**src/rtl/falu_result_buffer.sv**
```systemverilog
// falu_result_buffer: first-word-fall-through result FIFO behind the falu
// combinational ALU. It stores each result word, its opcode and its
// overflow/underflow bits, tags the head entry with an IEEE-754 class, and
// presents the entry over a valid/ready handshake.
// Optional feature macro: FALU_STICKY_FLAGS_EN (sticky exception flags).
// When the macro is undefined, sticky_ovf and sticky_unf are tied low and
// flag_clr is ignored.
module falu_result_buffer #(
  parameter int WIDTH    = 32,
  parameter int MANTISSA = 23,
  parameter int EXP_BITS = WIDTH - MANTISSA - 1,
  parameter int DEPTH    = 4
) (
  input  logic                       clk,
  input  logic                       rst,
  input  logic                       in_valid,
  output logic                       in_ready,
  input  logic [WIDTH-1:0]           in_result,
  input  logic [2:0]                 in_sel,
  input  logic                       in_overflow,
  input  logic                       in_underflow,
  output logic                       out_valid,
  input  logic                       out_ready,
  output logic [WIDTH-1:0]           out_result,
  output logic [2:0]                 out_sel,
  output logic                       out_overflow,
  output logic                       out_underflow,
  output logic [1:0]                 out_class,
  output logic [$clog2(DEPTH):0]     level,
  input  logic                       flag_clr,
  output logic                       sticky_ovf,
  output logic                       sticky_unf
);

  localparam int PW = $clog2(DEPTH);
  localparam int LW = PW + 1;
  // Entry layout: {result, sel, overflow, underflow}
  localparam int EW = WIDTH + 5;
  localparam logic [LW-1:0] LEVEL_FULL = LW'(DEPTH);

  logic [EW-1:0]       mem [DEPTH];
  logic [PW-1:0]       wptr;
  logic [PW-1:0]       rptr;
  logic [LW-1:0]       count;
  logic                push;
  logic                pop;
  logic [EW-1:0]       head;
  logic [EXP_BITS-1:0] head_exp;
  logic [MANTISSA-1:0] head_man;

  // Handshake qualifiers. in_ready depends only on the registered count, so a
  // pop in the same cycle cannot open a slot for a push while full.
  assign in_ready  = (count != LEVEL_FULL);
  assign out_valid = (count != '0);
  assign push      = in_valid && in_ready;
  assign pop       = out_valid && out_ready;
  assign level     = count;

  // Storage write; the array is not reset, and writes are suppressed in reset.
  always_ff @(posedge clk) begin
    if (push && !rst) begin
      mem[wptr] <= {in_result, in_sel, in_overflow, in_underflow};
    end
  end

  // Pointer and occupancy tracking; pointers wrap naturally at DEPTH.
  always_ff @(posedge clk) begin
    if (rst) begin
      wptr  <= '0;
      rptr  <= '0;
      count <= '0;
    end else begin
      if (push) begin
        wptr <= wptr + 1'b1;
      end
      if (pop) begin
        rptr <= rptr + 1'b1;
      end
      case ({push, pop})
        2'b10:   count <= count + 1'b1;
        2'b01:   count <= count - 1'b1;
        default: count <= count;
      endcase
    end
  end

  // Head fields fall through from storage, forced to zero while empty.
  always_comb begin
    head          = mem[rptr];
    out_result    = '0;
    out_sel       = '0;
    out_overflow  = 1'b0;
    out_underflow = 1'b0;
    if (out_valid) begin
      out_result    = head[EW-1:5];
      out_sel       = head[4:2];
      out_overflow  = head[1];
      out_underflow = head[0];
    end
  end

  // Classify the head word (sign ignored); an empty FIFO presents a zero
  // word, which classifies as zero.
  always_comb begin
    head_exp = out_result[WIDTH-2:MANTISSA];
    head_man = out_result[MANTISSA-1:0];
    if (head_exp == '1) begin
      out_class = 2'b11;
    end else if (head_exp == '0) begin
      out_class = (head_man == '0) ? 2'b00 : 2'b10;
    end else begin
      out_class = 2'b01;
    end
  end

`ifdef FALU_STICKY_FLAGS_EN
  // Sticky exception flags: a set on an accepted push beats a same-cycle clear.
  always_ff @(posedge clk) begin
    if (rst) begin
      sticky_ovf <= 1'b0;
      sticky_unf <= 1'b0;
    end else begin
      if (push && in_overflow) begin
        sticky_ovf <= 1'b1;
      end else if (flag_clr) begin
        sticky_ovf <= 1'b0;
      end
      if (push && in_underflow) begin
        sticky_unf <= 1'b1;
      end else if (flag_clr) begin
        sticky_unf <= 1'b0;
      end
    end
  end
`else
  logic unused_flag_clr;

  assign unused_flag_clr = flag_clr;
  assign sticky_ovf      = 1'b0;
  assign sticky_unf      = 1'b0;
`endif

endmodule
```
**config.mk**
```make
export PLATFORM = sky130hd
export DESIGN_NAME = falu_result_buffer
export DESIGN_NICKNAME = d
export VERILOG_FILES = /design/src/rtl/falu_result_buffer.sv
export SDC_FILE = /design/constraint.sdc
export NUM_CORES = 1
export LEC_CHECK = 0
export BUFFER_PORTS_ARGS = -buffer_cell sky130_fd_sc_hd__clkbuf_2
export CAP_MARGIN = 30
export CORE_MARGIN = 10
export CORE_UTILIZATION = 51
export DETAILED_ROUTE_END_ITERATION = 6
export HOLD_SLACK_MARGIN = 0.15
export PLACE_DENSITY_LB_ADDON = 0.1
export REMOVE_ABC_BUFFERS = 1
export SLEW_MARGIN = 25
export SYNTH_ARGS = -nofsm -noshare
export SYNTH_HDL_FRONTEND = slang
export SYNTH_SLANG_ARGS = --single-unit
```
**constraint.sdc**
```tcl
create_clock -name clk -period 2 [get_ports clk]
set_input_delay 0.1 -clock clk [delete_from_list [all_inputs] [get_ports clk]]
set_output_delay 0.1 -clock clk [all_outputs]
set_load 0.05 [all_outputs]
```
==> results of run 1 <==
[final cells by class]
class | count | area, um2 | share of cell area, %
Inverter | 6 | 22.5 | 0.253
Tap cell | 147 | 184 | 2.07
Clock buffer | 18 | 429 | 4.83
Sequential cell | 157 | 4640 | 52.2
Multi-Input combinational cell | 127 | 1580 | 17.8
Clock inverter | 14 | 126 | 1.42
Timing Repair Buffer | 174 | 1910 | 21.5
[cell families after synthesis]
group                      after synthesis  share of synthesized area (%)
AOI/OAI and AO/OA                        6                          0.608
xor gates and xnor gates                 5                          0.709
adders and majority gates                6                           1.34
buffers and inverters                   21                           1.94
DFF                                    157                           74.9
muxes                                   37                           13.7
other                                    1                         0.0607
and+or+nand+nor                         71                           6.79
[critical path, cell delays in order (launching register included)]
cell	delay [ns]
dfxtp_4	0.40
clkbuf_16	0.16
buf_4	0.10
mux4_2	0.54
nor4_4	0.31
a21oi_2	0.10
o31ai_2	0.34
buf_12	0.18
[cells in the final DEF, fill, tap and decap left out, types with 6 or more instances in the layout]
cell / Yosys / routed
buf_12: 1 / 13
mux4_2: 34 / 36
nor2_1: 9 / 9
buf_8: 0 / 24
clkbuf_2: 0 / 45
buf_4: 2 / 24
inv_1: 6 / 6
buf_6: 2 / 13
clkbuf_16: 0 / 29
dlygate4sd3_1: 0 / 41
and2_4: 0 / 33
edfxtp_1: 148 / 148
[metal layers]
metal  global-route usage [%]  part of all wire, %  up-vias
li1                         -                    -     1568
met1                     20.2                   42     1708
met2                     28.0                   52       84
met3                     4.71                  4.7       18
met4                     7.14                  1.7        0
met5                        0                    0        -
[registers in the layout (all words and copies together) (netlist names), named ones only]
name and count:
mem 148, wptr 2, rptr 2, level 3
[through the flow]
step,util [%],power (mW),std cells
6_report,74.6,14.0,643
3_5_place_dp,59.7,8.95,556
4_1_cts,72.6,13.5,634
3_3_place_gp,59.7,8.91,556
2_1_floorplan,-,7.37,290
5_1_grt,74.6,14.6,643
[power by group]
| group | internal (mW) | switching [mW] | total [mW] |
|---|---|---|---|
| clock | 1.81 | 1.20 | 3.01 |
| sequential | 3.85 | 0.107 | 3.96 |
| combinational | 3.41 | 3.66 | 7.07 |
| total | 9.06 | 4.97 | 14.0 |
[timing repair]
| item | in CTS | in global routing |
|---|---|---|
| setup buffers | 5 | 10 |
| hold buffers | 41 | 0 |
| pin swaps | 6 | 3 |
| endpoints found under the hold margin | 157 | 0 |
| endpoints found under the setup margin | 37 | 40 |
| gates cloned | 0 | 1 |
| resized for setup | 119 | 72 |
[how the worst max path moves through the flow]
stage	from	end	slack (ns)	cells past startpoint
6_report	flip-flop	out_class[1]	-0.66	7
5_1_grt	flip-flop	out_class[1]	-0.76	7
4_1_cts	flip-flop	out_class[1]	-0.67	9
3_5_place_dp	flip-flop	out_class[1]	-0.33	7
3_3_place_gp	flip-flop	out_class[1]	-0.30	7
2_1_floorplan	flip-flop	out_class[1]	-1.95	4
==> impl_results.md, run 1 <==
- Status: finished, violations left
- Failing checks: setup timing
- EDFF count, synth: 148
- CP Class: flip-flop to output pin
- RePlAce Congestion: 0.752
- Initial Util: 51.8%
- Worst-case clock buffer depth: 2
- Max-capacitance violation count: 0
- Synth warn: 0
- Sequential fraction of the synthesis area: 74.9%
- Number of global-route vias before repair: 3686
- Post-layout min period: 2.66 ns
- Clock root cell: clkbuf_16
- Worst Setup Slack, final: -0.660 ns
- Worst-path clk slew: 0.06 ns
- Placed inst area: 7110 um2
- First-pass GRT wire length: 20900 um
- Post-synth cell types: 31
- Yosys top cell by area: edfxtp_1
- VDD IR-drop max: 1.21 mV
- Final setup TNS: -4.91 ns
- CP Capture Type: output pin
- Slew Limit Fails: 0
- Syn avg cell area: 20.3 um2
- CTS tree: built
- Mapped Area: 6180 um2
- Hold WC Path Type: input pin to flip-flop
- Synth cell count leaders: edfxtp_1 (148), and2_1 (42), mux4_2 (34)
- Core region area: 11900 um2
- Max FO, Critical Path: 4
- Share of the synthesized area in the top cell type: 72.0%
- Final nets: 531
- Register-to-Register Path Depth: 9
- CP Launch Type: flip-flop
- Clock Sink Count: 157
- Share of cells above drive strength 1: 50.2%
- Antenna-violating nets left: 0
- WHS Endpoint: mem[2][31]$_DFFE_PP_
- DP HPWL: 8330 um
- LEAKAGE: 3.19 nW
- Die width: 130 um
- Filler instances: 716
- Fmax: 0.376 GHz
- Final setup vio count: 34
- Pre-CTS setup slack: -0.329 ns
- Via density: 5.25
- Most frequent cell after synthesis: edfxtp_1
- Cell area power density: 1580 nW/um2
- Die height: 130 um
- Reg-to-reg setup timing slack: 0.13 ns
- Final Hold Viols: 0
- DRC: 0
- Finished Cell Area: 8890 um2
- Synth Instances: 304
- Fin Clk Skew: 0.00881 ns
- Cell row count: 40
- Ports: 88
- Grt total ovfl: 0
- Unrepaired setup endpoints after global routing: yes
- Htree depth: 4
- Worst EP arrival: 2.56 ns
- Critical path required time: 1.90 ns
- Synth async-reset ratio: 0%
- Vias: 3378
- Hold Crit Depth: 2
- IO buf count: 84
- WL final: 13500 um
- Drt initial violations: 197
- Total CTS buffers: 17
- Initial antenna violation count: 0
- DRT Pass-1 Iters: 5
- FF-to-FF End: level[2]$_SDFFE_PP0P_
- Hold WS: 0.430 ns
- Synth top area cells: edfxtp_1 (72%), mux4_2 (12%), and2_1 (4.3%)
- Area grow syn2layout: 43.9%
- Tcrit/Tclk final: 133%
- Synth Flop Type: edfxtp_1
- Hold path start: in_result[26]
- Clk_lat worst skew: 0.42 ns
- WL per Instance: 20.9 um
- #FFs+latches synth: 157
- N_diodes: 0
- Die area: 16900 um2
- Worst R2R Start: level[0]$_SDFFE_PP0P_
- GRT Overall Usage: 16.8%
- Largest net degree at the start of global routing: 39
Power figures use the tool's default switching activity.
==> inputs of run 2 (changes only) <==
Settings changed: RECOVER_POWER set to 100, TNS_END_PERCENT set to 20.
==> run 2 against run 1 <==
Against the previous run:
- worst hold slack better by 0.041 ns
- sequential share of layout area is 2.3 points higher
- critical endpoint unchanged
- the run still ends with setup timing left
- via count is 0.89% lower
- highest routed layer unchanged
- sequential cell count stayed put
==> impl_results.md, run 2 (same netlist as run 1, synthesis figures left out) <==
- Tcrit/Tclk final: 131%
- LEAKAGE: 2.94 nW
- Final nets: 522
- CP Capture Type: output pin
- Commonest non-fill, non-tap cell in the layout: edfxtp_1
- Fin Clk Skew: 0.00906 ns
- Hold WC Path Type: input pin to flip-flop
- Largest net degree at the start of global routing: 39
- Clk_lat worst skew: 0.42 ns
- DRC: 0
- IO buf count: 84
- CP Class: flip-flop to output pin
- Die height: 130 um
- Unrepaired setup endpoints after global routing: yes
- GRT Overall Usage: 16.6%
- CTS tree: built
- Vias: 3348
- Ports: 88
- Drt initial violations: 212
- Worst path cell trace: buf_12, buf_8, mux4_2, nor4_1, nand2_1, nor2_1, o31ai_2, buf_12
- Slew Limit Fails: 0
- Final Hold Viols: 0
- Non-Filler Instances: 634
- Max FO, Critical Path: 13
- Status: finished, violations left
- Core region area: 11900 um2
- Filler instances: 766
- Placed inst area: 7110 um2
- Total CTS buffers: 17
- Htree depth: 4
- Worst path max stage delay: 0.52 ns
- Measured slew at the worst slew-check pin: 0.625 ns
- Worst EP arrival: 2.52 ns
- Slew margin rel.: 58.5%
- Reg area: 4630 um2
- Antenna-violating nets left: 0
- DRT Pass-1 Iters: 4
- DP HPWL: 8330 um
- Fmax: 0.382 GHz
- N_diodes: 0
- Final setup vio count: 30
- Worst-case clock buffer depth: 2
- Via density: 5.28
- Grt total ovfl: 0
- Finished Cell Area: 8510 um2
- Initial antenna violation count: 0
- Top reg by flops: mem
- Critical path required time: 1.90 ns
- Max-capacitance violation count: 0
- VDD IR-drop max: 1.20 mV
- CP Launch Type: flip-flop
- Multi-input logic area: 1540 um2
- Most frequent cells in the layout: edfxtp_1 (148), clkbuf_1 (42), dlygate4sd3_1 (41)
- WL per Instance: 20.7 um
- Clock Sink Count: 157
- Cell area power density: 1580 nW/um2
- Largest register FFs: 148
- Initial Util: 51.8%
- Number of global-route vias before repair: 3633
- Worst-path clk slew: 0.06 ns
- Post-Place Cells: 556
- Worst Setup Slack, final: -0.615 ns
- Cell row count: 40
- Clock root cell: clkbuf_16
- Post-layout min period: 2.62 ns
- Die width: 130 um
- First-pass GRT wire length: 20600 um
- WL final: 13100 um
- Area grow syn2layout: 37.7%
- Critical path's slowest cell: mux4_2
- Failing checks: setup timing
- Share of cells above drive strength 1: 38.6%
- Die area: 16900 um2
- CP most frequent cell: buf_12
- RePlAce Congestion: 0.752
run 2: cell types whose count changed in the layout (fill, tap and decap cells not counted), sizes merged:
cell    previous run  this run
buf               74        69
clkbuf            77        73
run 2: routing by layer:
layer	wire length [um]	global-route usage (%)
met5	0	0
met4	199	7.14
met3	619	5.07
met2	6790	27.6
met1	5530	19.7
run 2: area by class of cell:
cell class	count	area share, %
clock buffer	18	5.04
clock inverter	14	1.49
inverter	6	0.265
multi-input combinational	127	18.1
sequential	157	54.5
tap	147	2.16
timing repair buffer	165	18.5
run 2: what timing repair did:
action / 4_1_cts / 5_1_grt
gates resized for setup: 82 / 86
buffers inserted: 2 / 3
pin swaps: 6 / 2
setup endpoints to repair: 37 / 40
hold endpoints to repair: 157 / 0
hold buffers: 41 / 0
gates cloned: 0 / 1
run 2: per-stage QoR:
step                      total power [mW]  hold WS, ns  util, %  setup TNS (ns)  setup WS [ns]
after floorplan                       7.37        0.169        -         -184.07          -1.95
after detailed placement              8.95        0.320     59.7          -0.399         -0.329
after CTS                             12.9        0.414     70.7           -4.67         -0.669
final                                 13.4        0.471     71.4           -2.45         -0.615
after global placement                8.91        0.313     59.7          -0.366         -0.295
after global routing                  13.9        0.496     71.4           -4.99         -0.751
run 2: final timing paths:
check	depth (start not counted)	slack, ns	start	end
min	2	0.47	in_result[1]	mem[3][6]$_DFFE_PP_
min reg2reg	2	0.51	level[1]$_SDFFE_PP0P_	level[1]$_SDFFE_PP0P_
max	8	-0.62	flip-flop	out_class[1]
max reg2reg	9	-0.03	level[0]$_SDFFE_PP0P_	level[2]$_SDFFE_PP0P_
run 2: power breakdown:
| part | switching (mW) | leakage, nW | total [mW] | internal [mW] |
|---|---|---|---|---|
| Combinational | 3.55 | 1.25 | 6.45 | 2.90 |
| Clock | 1.20 | 0.267 | 3.01 | 1.81 |
| Sequential | 0.0997 | 1.42 | 3.95 | 3.85 |
| Total | 4.85 | 2.94 | 13.4 | 8.56 |
run 2: critical path: cells and delay by family, from the launching register on:
kind            cells  cell delay [ns]
simple gates        3             0.63
mux                 1             0.52
buf+inv             3             0.46
flops               1             0.39
compound gates      1             0.10
